$ cat src/rtl/renderizador_texto.sv
// renderizador_texto: one row of 8x16 text cells drawn over a raster scan.
// Three register stages: window/cell decode, buffer + glyph ROM lookup, pixel colouring.
// Optional blinking cursor enabled by defining CURSOR_PARPADEO_EN.
module renderizador_texto #(
  parameter int unsigned NUM_CAR          = 8,
  parameter int unsigned X0               = 0,
  parameter int unsigned Y0               = 0,
  parameter int unsigned PERIODO_PARPADEO = 30
) (
  input  logic       clk,
  input  logic       reset,
  input  logic [9:0] X,
  input  logic [9:0] Y,
  input  logic       R,
  input  logic       G,
  input  logic       B,
  input  logic       we,
  input  logic [4:0] waddr,
  input  logic [3:0] wdata,
  input  logic [4:0] cursor_pos,
  output logic [2:0] L
);

  localparam int unsigned XEnd = X0 + 8 * NUM_CAR;
  localparam int unsigned YEnd = Y0 + 16;

  // Glyph ROM: 16 glyphs of 16 rows, top row in the most significant byte.
  function automatic logic [7:0] f_glyph(input logic [3:0] code, input logic [3:0] row);
    logic [127:0] w_bits;
    case (code)
      4'd0:    w_bits = 128'h00007CC6C6CEDEF6E6C6C67C00000000;
      4'd1:    w_bits = 128'h0000183878D81818181818187E000000;
      4'd2:    w_bits = 128'h00007CC6060C183060C0C6FE00000000;
      4'd3:    w_bits = 128'h00007CC606063C060606C67C00000000;
      4'd4:    w_bits = 128'h00000C1C3C6CCCFE0C0C0C1E00000000;
      4'd5:    w_bits = 128'h0000FEC0C0C0FC060606C67C00000000;
      4'd6:    w_bits = 128'h00003860C0C0FCC6C6C6C67C00000000;
      4'd7:    w_bits = 128'h0000FEC606060C183030303000000000;
      4'd8:    w_bits = 128'h00007CC6C6C67CC6C6C6C67C00000000;
      4'd9:    w_bits = 128'h00007CC6C6C67E0606060C7800000000;
      4'd10:   w_bits = 128'h00000000181800000018180000000000; // ':'
      4'd11:   w_bits = 128'h00000002060C183060C0800000000000; // '/'
      4'd12:   w_bits = 128'h000010386CC6C6FEC6C6C6C600000000; // 'A'
      4'd13:   w_bits = 128'h0000FC6666667C60606060F000000000; // 'P'
      4'd14:   w_bits = 128'hC6EEFEFED6C6C6C6C6C6C6C6C6C6C6C6; // 'M', full cell height
      default: w_bits = '0;                                      // 15: blank
    endcase
    return w_bits[{~row, 3'b000} +: 8];
  endfunction

  // Stage 1 decode of the incoming coordinate.
  logic       w_win;
  logic [7:0] w_dx;
  logic [3:0] w_dy;
  logic       w_inv;

  assign w_win = ({1'b0, X} >= 11'(X0)) && ({1'b0, X} < 11'(XEnd)) &&
                 ({1'b0, Y} >= 11'(Y0)) && ({1'b0, Y} < 11'(YEnd));
  assign w_dx  = 8'(X - 10'(X0));
  assign w_dy  = 4'(Y - 10'(Y0));

`ifdef CURSOR_PARPADEO_EN
  localparam int unsigned CntW = (PERIODO_PARPADEO > 1) ? $clog2(PERIODO_PARPADEO) : 1;

  logic [CntW-1:0] r_frame;
  logic            r_phase;

  // Frame counter ticks once per frame at the origin pixel; blink phase flips on wrap.
  always_ff @(posedge clk) begin
    if (reset) begin
      r_frame <= '0;
      r_phase <= 1'b0;
    end else if (X == 10'd0 && Y == 10'd0) begin
      if (r_frame == CntW'(PERIODO_PARPADEO - 1)) begin
        r_frame <= '0;
        r_phase <= ~r_phase;
      end else begin
        r_frame <= r_frame + CntW'(1);
      end
    end
  end

  assign w_inv = r_phase && w_win && ({27'd0, cursor_pos} < NUM_CAR) &&
                 (cursor_pos == w_dx[7:3]);
`else
  logic w_unused_cursor;
  assign w_unused_cursor = ^cursor_pos;
  assign w_inv           = 1'b0;
`endif

  // Character buffer plus a one-entry record of the last write, so a pixel sampled in the
  // same cycle as a write to its cell still sees the code that was there before.
  logic [3:0] r_buf [32];
  logic       r_wr_hit;
  logic [4:0] r_wr_addr;
  logic [3:0] r_wr_old;
  logic       w_we_ok;

  assign w_we_ok = we && ({27'd0, waddr} < NUM_CAR);

  // Buffer write port; out-of-range addresses are dropped.
  always_ff @(posedge clk) begin
    if (reset) begin
      for (int i = 0; i < 32; i++) r_buf[i] <= 4'hF;
      r_wr_hit  <= 1'b0;
      r_wr_addr <= '0;
      r_wr_old  <= 4'hF;
    end else begin
      r_wr_hit  <= w_we_ok;
      r_wr_addr <= waddr;
      r_wr_old  <= r_buf[waddr];
      if (w_we_ok) r_buf[waddr] <= wdata;
    end
  end

  logic       r_win1;
  logic [4:0] r_cell1;
  logic [2:0] r_px1;
  logic [3:0] r_py1;
  logic [2:0] r_rgb1;
  logic       r_inv1;

  // Stage 1: register window flag, cell/pixel position, colour and cursor hit.
  always_ff @(posedge clk) begin
    if (reset) begin
      r_win1  <= 1'b0;
      r_cell1 <= '0;
      r_px1   <= '0;
      r_py1   <= '0;
      r_rgb1  <= '0;
      r_inv1  <= 1'b0;
    end else begin
      r_win1  <= w_win;
      r_cell1 <= w_dx[7:3];
      r_px1   <= w_dx[2:0];
      r_py1   <= w_dy;
      r_rgb1  <= {R, G, B};
      r_inv1  <= w_inv;
    end
  end

  logic [3:0] w_code;
  logic [7:0] w_row;

  assign w_code = (r_wr_hit && r_wr_addr == r_cell1) ? r_wr_old : r_buf[r_cell1];
  assign w_row  = f_glyph(w_code, r_py1);

  logic       r_win2;
  logic [7:0] r_row2;
  logic [2:0] r_px2;
  logic [2:0] r_rgb2;
  logic       r_inv2;

  // Stage 2: register the glyph row for the addressed cell.
  always_ff @(posedge clk) begin
    if (reset) begin
      r_win2 <= 1'b0;
      r_row2 <= '0;
      r_px2  <= '0;
      r_rgb2 <= '0;
      r_inv2 <= 1'b0;
    end else begin
      r_win2 <= r_win1;
      r_row2 <= w_row;
      r_px2  <= r_px1;
      r_rgb2 <= r_rgb1;
      r_inv2 <= r_inv1;
    end
  end

  logic w_bit;

  // Bit 7 is the leftmost pixel, so column px selects bit ~px.
  assign w_bit = r_row2[~r_px2] ^ r_inv2;

  // Stage 3: colour the pixel.
  always_ff @(posedge clk) begin
    if (reset) L <= 3'b000;
    else       L <= (r_win2 && w_bit) ? r_rgb2 : 3'b000;
  end

endmodule

$ cat config.mk
export PLATFORM = sky130hd
export DESIGN_NAME = renderizador_texto
export DESIGN_NICKNAME = d
export VERILOG_FILES = /design/src/rtl/renderizador_texto.sv
export SDC_FILE = /design/constraint.sdc
export NUM_CORES = 1
export LEC_CHECK = 0
export BUFFER_PORTS_ARGS = -buffer_cell sky130_fd_sc_hd__buf_2
export CAP_MARGIN = 15
export CORE_MARGIN = 3
export CORE_UTILIZATION = 58
export CTS_BUF_LIST = sky130_fd_sc_hd__clkbuf_8
export DETAILED_ROUTE_END_ITERATION = 16
export PLACE_DENSITY = 0.76
export SETUP_SLACK_MARGIN = 0.4
export SYNTH_ARGS = -nofsm -noshare
export SYNTH_HDL_FRONTEND = slang
export SYNTH_SLANG_ARGS = --single-unit
$ cat constraint.sdc
create_clock -name clk -period 4.2 [get_ports clk]
set_clock_uncertainty 0.15 [all_clocks]
set_input_delay 0.42 -clock clk [delete_from_list [all_inputs] [get_ports clk]]
set_output_delay 0.42 -clock clk [all_outputs]
set_load 0.05 [all_outputs]
# Word-level counts from Yosys, hierarchy flattened

Memories as Yosys holds them, arrays and structs flattened. A register that Yosys moved wholly into a read port is not among the register bits.
Cells that the tools add are included.
W data, S select, Z words.

Output and inout port bits: 3
Bits of input ports: 40
Bits in writable memories: 128
Latch bits: 0
Word-level logic and storage cells: 41
ROM bits: 1,584
Memories: 2
Register bits: 40

Memories:

| name            | words | width | read ports | clocked after memory_dff | write ports | RTL line | RTL |
|---|---|---|---|---|---|---|---|
| (no name shown) | 16    | 99    | 1          | 0                        | 0           | 30       | `case (code)` |
| r_buf           | 32    | 4     | 2          | 2                        | 32          | 93       | `logic [3:0] r_buf [32];` |

Shift-type cells: 1
$lt $le $gt $ge: 4
$add $sub $neg: 0
Eq/ne operators: 1
Divide/modulo/power cells: 0
Multiplexer cells: 12
Multiply operators: 0
Reduce and logical (&&, ||, !) cells: 6
Bitwise logic cells: 3

Operator list:

| kind                  | count |
|---|---|
| $shiftx A128 B8 Y8    | 1 |
| $lt A10 B5 Y1 const B | 1 |
| $lt A10 B7 Y1 const B | 1 |
| $mux W5               | 2 |
| $mux W4               | 2 |
| $mux W1               | 7 |
| $eq A5 B5 Y1          | 1 |
| $lt A5 B4 Y1 const B  | 1 |
| $logic_and A1 B1 Y1   | 4 |
| $lt A3 B4 Y1 const B  | 1 |
| $not A4 Y4            | 1 |
| $reduce_or A4 Y1      | 1 |
| $bmux W1 S3           | 1 |
| $not A3 Y3            | 1 |
| $reduce_or A2 Y1      | 1 |
| $not A1 Y1            | 1 |

# Logic depth before layout (Yosys ltp)

Gate-level depths: netlist of run 1.

Depth after elaboration: 7
Mapped depth: 19

# Worst setup path after synthesis of run 1

OpenSTA, ideal clock, no wires.

Kind: register to register
Start point: reg r_cell1[0]
End point: reg r_row2[7]
Path buffers: 5
Stages on the path, launching flop included: 17
Setup time: 103 ps
Path slack: 220 ps
Period minus slack after synthesis: 3,980 ps
Arrival: 3,727 ps
Cell sequence: dfxtp_1 buf_6 buf_12 buf_12 buf_12 mux2i_1 a221oi_1 a221oi_2 o41ai_4 inv_1 ha_1 clkbuf_1 inv_1 o21ai_0 a22oi_1 o2111a_1 a2111oi_2

Cells in the longest elaborated chain, start to end: 5

Ends and longest elaborated chain:

| element                | RTL line | RTL |
|---|---|---|
| from (decl)            | 117      | `logic [4:0] r_cell1;` |
| from (signal assigned) | 134      | `r_cell1 <= w_dx[7:3];` |
| $eq A5 B5 Y1           | 145      | `assign w_code = (r_wr_hit && r_wr_addr == r_cell1) ? r_wr_old : r_buf[r_cell1];` |
| $logic_and A1 B1 Y1    | 145      |  |
| $mux W4                | 145      |  |
| $mem_v2 Z16 W99        | --       |  |
| $shiftx A128 B8 Y8     | 48       | `return w_bits[{~row, 3'b000} +: 8];` |
| to (signal assigned)   | 164      | `r_row2 <= w_row;` |
| to (decl)              | 149      | `logic [7:0] r_row2;` |

No other way between the ends.
A chain may end at the register's enable or synchronous reset.

# Worst setup path in the final report of run 1

Same ends and word-level chain as after synthesis.

==> results.json, run 1 <==
{
  "area_growth_pct": 20.1,
  "rows": 45,
  "track_usage_pct": 27.8,
  "dp_slack_ns": 0.125,
  "yosysSeqAreaShare_pct": 50.0,
  "cap_violations": 0,
  "synthTopCellsByCount": "edfxtp_1, clkbuf_1, nand2_1",
  "die_y_microns": 133,
  "grt_start_max_net_pins": 78,
  "end_kind": "flop",
  "die_x_microns": 133,
  "initial_core_util_pct": 60.6,
  "finalSetupViolCount": 0,
  "tightest_slew_ns": 1.00,
  "grt_pass1_wl_microns": 38000,
  "cts_tree": "built",
  "grt_overflow_total": 0,
  "ys_warn_count": 0,
  "via_count": 7107,
  "fin_ws_ns": 0.420,
  "yosys.area.top_type": "edfxtp_1",
  "drt_iter0_drc": 749,
  "antenna_found_initial": 0,
  "num-fill-cells": 1029,
  "worst_ep_arrival_time_ns": 3.96,
  "dp_hpwl_microns": 17100,
  "viasPerCell": 6.11,
  "wire_per_inst_microns": 21.5,
  "ys_ff_latch": 171,
  "ioPinCount": 43,
  "coreArea_sq_um": 15500,
  "routed_wl_microns": 25000,
  "startpoint_type": "flop",
  "peakVddDrop_v": 0.000345,
  "critPathRequiredTime_ns": 4.38,
  "powerDensity_nw_per_um2": 371,
  "cts_max_level": 4,
  "yosysTopAreaCellShare_pct": 40.8,
  "finish.net_count": 988,
  "rsz0062_at_grt": "true",
  "finalHoldViolCount": 0,
  "finalCriticalPeriod_ns": 3.78,
  "clk_pin_slew_ns": 0.09,
  "cts_root_buf": "clkbuf_8",
  "synth_flop_cell": "edfxtp_1",
  "cts_buffers": 17,
  "antenna_cells": 0,
  "syn_inst": 766,
  "drtPass1Iterations": 5,
  "hp-class": "in2reg",
  "portBuffers": 37,
  "synth_area_per_cell_sq_um": 12.3,
  "fmax_mhz": 265,
  "synth_area_leaders": "edfxtp_1, mux4_2, dfxtp_1, mux2i_1, clkbuf_1",
  "grt_pass1_vias": 7104,
  "clock_sinks": 171,
  "hold_depth": 2,
  "final_antenna_net_count": 0,
  "clock_latency_ns": 0.45,
  "async_flop_share_pct": 0,
  "relSlewSlack_pct": 33.2,
  "run_status": "finished clean",
  "synth_edf_count": 128,
  "syn_area_sq_um": 9410,
  "p_leak_nw": 4.19,
  "timing.final.crit_share_pct": 90.0,
  "synthDistinctLibCells": 75,
  "drc_errors": 0,
  "layout-drive-gt1-share_pct": 31.0,
  "crit_type": "reg2reg",
  "crit_fanout": 7,
  "dieArea_sq_um": 17800,
  "setup_tns_ns": 0,
  "place.gp.congestion": 0.947,
  "synth.most_common_cell": "edfxtp_1",
  "slew_violations": 0,
  "cts_buffer_depth": 2,
  "ff2ff_path_depth": 13
}
metrics by stage:
| stage | area, sq um | hold WS [ns] | instances | total power (W) | util [%] |
|---|---|---|---|---|---|
| after floorplan | 9770 | 0.256 | 861 | 0.00264 | - |
| after global placement | 10400 | 0.262 | 1108 | 0.00299 | 67.2 |
| after detailed placement | 10400 | 0.278 | 1108 | 0.00301 | 67.2 |
| after CTS | 11000 | 0.00440 | 1155 | 0.00410 | 70.9 |
| after global routing | 11300 | 0.0263 | 1164 | 0.00437 | 72.8 |
| final | 11300 | 0.0354 | 1164 | 0.00420 | 72.8 |
logic make-up after synthesis:
family                   count (synthesis)  share of synthesized area (%)
AND/OR/NAND/NOR                        219                           12.1
multiplexers                           102                           17.8
adder cells (fa/ha/maj)                  8                           1.06
XOR/XNOR                                 5                          0.465
AO/OA/AOI/OAI                          166                           13.6
other                                    1                         0.0398
buffers and inverters                   94                           4.93
flip-flops                             171                           50.0
state kept, by name, summed over array words and instances, names as in the netlist:
register   count
r_wr_hit       1
r_win1         1
r_wr_addr      5
r_row2         7
r_buf        128
r_px1          3
r_rgb2         3
r_px2          3
r_wr_old       4
L              3
r_cell1        5
r_rgb1         3
r_win2         1
r_py1          4
power by group:
group | internal [W] | switching, W | total [W]
sequential | 0.00194 | 0.0000756 | 0.00202
clock | 0.000432 | 0.000645 | 0.00108
combinational | 0.000510 | 0.000592 | 0.00110
timing repair:
action                                 CTS  global route
endpoints found under the hold margin    6             0
pin swaps                                7            18
gates resized for setup                 18            53
setup endpoints to repair                7             7
setup buffers                            8             9
hold buffers                             7             0
path summary, 6_finish.rpt:
kind / slack, ns / start / to
min: 0.04 / Y[3] / r_py1[3]
max: 0.42 / r_cell1[0] / r_row2[7]
min reg2reg: 0.29 / r_rgb2[1] / L[1]
max reg2reg: 0.42 / r_cell1[0] / r_row2[7]
metal layers:
layer	up-vias	track usage, %	wire length (microns)
met4	0	13.9	1120
met2	339	45.9	12500
li1	3199	-	-
met5	-	0	0
met1	3495	35.0	9680
met3	74	6.08	1710
critical path, stage by stage (launching register included):
cell       delay [ns]
dfxtp_4          0.45
mux4_1           0.56
mux2_2           0.32
a221oi_2         0.30
buf_4            0.16
o41ai_4          0.09
inv_2            0.15
buf_4            0.18
ha_2             0.25
nand2_1          0.14
a32oi_1          0.20
a22oi_1          0.12
o2111a_1         0.29
a2111oi_4        0.31
layout by cell type, fill, tap and decap left out, types with 6 or more instances in the layout:
master and count:
dlygate4sd3_1 7, mux2i_1 45, o21ai_1 9, a21oi_1 30, clkbuf_8 17, and2_1 6
a22oi_1 17, conb_1 96, o211ai_1 6, nand3_1 15, a211oi_1 6, o21ai_0 18
buf_4 89, inv_1 9, nor2_1 36, buf_6 7, edfxtp_1 128, nand2b_1 21
nand2_1 50, buf_2 36, nor2b_1 31, mux4_2 48, dfxtp_1 38, or3_1 6
or2_2 19, nor3_1 8
area by class of cell:
class / count / area [sq um] / share of cell area (%)
Multi-Input combinational cell: 596 / 4850 / 42.9
Sequential cell: 171 / 4720 / 41.7
Timing Repair Buffer: 143 / 1070 / 9.44
Tap cell: 211 / 264 / 2.33
Clock buffer: 17 / 234 / 2.07
Clock inverter: 15 / 134 / 1.18
Inverter: 11 / 41.3 / 0.365
No activity file was read; power rests on OpenSTA's default activity.
==> inputs of run 2 (changes only) <==
--- a/config.mk
+++ b/config.mk
@@ -5,12 +5,12 @@
 export SDC_FILE = /design/constraint.sdc
 export NUM_CORES = 1
 export LEC_CHECK = 0
-export BUFFER_PORTS_ARGS = -buffer_cell sky130_fd_sc_hd__buf_2
 export CAP_MARGIN = 15
 export CORE_MARGIN = 3
-export CORE_UTILIZATION = 58
+export CORE_UTILIZATION = 60
 export CTS_BUF_LIST = sky130_fd_sc_hd__clkbuf_8
 export DETAILED_ROUTE_END_ITERATION = 16
+export DONT_BUFFER_PORTS = 1
 export PLACE_DENSITY = 0.76
 export SETUP_SLACK_MARGIN = 0.4
 export SYNTH_ARGS = -nofsm -noshare
==> run 2 against run 1 <==
Against the previous run: clock power grew 11%; register-to-register slack improved by 0.05 ns; sequential power is essentially flat; die area is 3.2% lower; total power rose by 2.0%; critical path depth is the same; design area decreased by 0.56%; worst hold slack lost 0.0078 ns; global-route usage increased by 3.1 points; cell count down 2.7%; routed wire length up 5.2%.
==> results.json, run 2 (synthesis results as in run 1) <==
{
  "coreArea_sq_um": 15300,
  "peakVddDrop_v": 0.000334,
  "drt_iter0_drc": 838,
  "cts_buffers": 17,
  "tightest_slew_ns": 0.850,
  "slew_violations": 0,
  "path_buf_inv": 4,
  "die_x_microns": 131,
  "dieArea_sq_um": 17200,
  "ioPinCount": 43,
  "worst_ep_arrival_time_ns": 3.95,
  "relSlewSlack_pct": 42.6,
  "track_usage_pct": 30.9,
  "largest_reg_flops": 128,
  "timing.rr.start": "r_cell1[0]",
  "finish.net_count": 958,
  "die_y_microns": 131,
  "reg2reg_slack_ns": 0.47,
  "drc_errors": 0,
  "fin_ws_ns": 0.469,
  "cts_tree": "built",
  "crit_type": "reg2reg",
  "run_status": "finished clean",
  "fmax_mhz": 268,
  "rsz0062_at_grt": "true",
  "finalSetupViolCount": 0,
  "end_kind": "flop",
  "cap_violations": 0,
  "hold_depth": 2,
  "largest_register": "r_buf",
  "final_cell_mix": "edfxtp_1, conb_1, buf_4, nand2_1, mux4_2",
  "via_count": 7144,
  "clock_sinks": 171,
  "layout-drive-gt1-share_pct": 25.4,
  "area_growth_pct": 19.5,
  "rr_endpoint": "r_row2[7]",
  "mostFrequentLayoutCell": "edfxtp_1",
  "grt_pass1_vias": 7241,
  "power.total_w": 0.00428,
  "reg_top3": "r_buf: 128 flops, r_row2: 7 flops",
  "ff2ff_path_depth": 13,
  "hold_start": "reset",
  "final_antenna_net_count": 0,
  "min_to": "r_row2[1]",
  "critPathRequiredTime_ns": 4.42,
  "rows": 45,
  "grt_pass1_wl_microns": 40900,
  "powerDensity_nw_per_um2": 381,
  "grt_overflow_total": 0,
  "crit_chain": "buf_4 > mux4_1 > mux2_4 > a221oi_4 > buf_6 > o41ai_4 > buf_4 > buf_4 > nand2_1 > o21ai_0 > a2111o_1 > o2111a_1 > a2111oi_2",
  "grt_start_max_net_pins": 133,
  "initial_core_util_pct": 61.7,
  "slowest_stage": "mux4_1",
  "max_stage_delay_ns": 0.57,
  "cts_buffer_depth": 2,
  "finalHoldViolCount": 0,
  "timing.final.crit_share_pct": 88.8,
  "cts_max_level": 4,
  "crit_top_cell": "buf_4",
  "drtPass1Iterations": 6,
  "wire_per_inst_microns": 23.2,
  "portBuffers": 0,
  "antenna_found_initial": 0,
  "place.gp.congestion": 0.974,
  "cts_root_buf": "clkbuf_8",
  "dp_slack_ns": 0.163,
  "crit_fanout": 8,
  "num-fill-cells": 1015,
  "clock_latency_ns": 0.47,
  "viasPerCell": 6.31,
  "hp-class": "in2reg",
  "setup_tns_ns": 0,
  "p_leak_nw": 4.08,
  "critical_path.top_delay_family": "compound AO/OA/AOI/OAI gates",
  "routed_wl_microns": 26300,
  "antenna_cells": 0,
  "dp_hpwl_microns": 17600,
  "clk_pin_slew_ns": 0.09,
  "finalCriticalPeriod_ns": 3.73,
  "startpoint_type": "flop"
}
[run 2: cell types whose count changed in the layout (fill, tap and decap cells not counted), sizes merged]
cell,change
dlygate4sd3,+19
inv,-2
clkbuf,+1
bufinv,+2
clkinv,-1
buf,-50
[run 2: worst max path at each step]
| stage | start | endpoint | cells after the start |
|---|---|---|---|
| 5_1_grt | r_cell1[2] | r_row2[5] | 16 |
| 3_5_place_dp | r_cell1[2] | r_row2[1] | 12 |
| 4_1_cts | r_cell1[0] | r_row2[1] | 12 |
| 6_report | r_cell1[0] | r_row2[7] | 13 |
| 2_1_floorplan | r_cell1[0] | r_row2[1] | 16 |
| 3_3_place_gp | r_cell1[2] | r_row2[1] | 12 |
[run 2: per-layer routing]
layer  track usage, %  part of all wire [%]  vias up
met5                0                     0        -
met4             16.3                   5.6        0
met3             6.32                   8.0      108
met2             50.7                    49      414
met1             39.1                    37     3480
li1                 -                     -     3142
[run 2: where the power goes]
part / internal, W / switching, W
logic: 0.000504 / 0.000558
registers: 0.00194 / 0.0000786
clock network: 0.000553 / 0.000647
[run 2: worst reg2reg max path: stages, from the launching register on]
cell and delay (ns):
dfxtp_4 0.47, buf_4 0.17, mux4_1 0.57, mux2_4 0.31, a221oi_4 0.31, buf_6 0.15
o41ai_4 0.15, buf_4 0.18, buf_4 0.13, nand2_1 0.09, o21ai_0 0.09, a2111o_1 0.41
o2111a_1 0.15, a2111oi_2 0.28
[run 2: area by class of cell]
| cell class | count | area (sq um) | area share, % |
|---|---|---|---|
| clock buffer | 17 | 234 | 2.08 |
| clock inverter | 14 | 175 | 1.56 |
| inverter | 11 | 41.3 | 0.367 |
| multi-input combinational | 596 | 4790 | 42.6 |
| sequential | 171 | 4710 | 41.9 |
| tap | 211 | 264 | 2.35 |
| timing repair buffer | 113 | 1030 | 9.14 |
[run 2: timing repair]
item                                   in CTS  in global routing
setup endpoints to repair                   7                  7
setup buffers                               2                 12
hold buffers                               27                  0
pin swaps                                   2                  7
resized for setup                          14                 33
gates cloned                                0                  1
endpoints found under the hold margin     165                  0
[run 2: through the flow]
stage          instances  util, %  instance area (sq um)  hold slack (ns)
2_1_floorplan        861        -                   9770            0.256
3_3_place_gp        1060     66.8                  10200            0.265
3_5_place_dp        1060     66.8                  10200            0.267
4_1_cts             1120     71.8                  11000          0.00808
5_1_grt             1133     73.7                  11200          0.00328
6_report            1133     73.7                  11200           0.0276
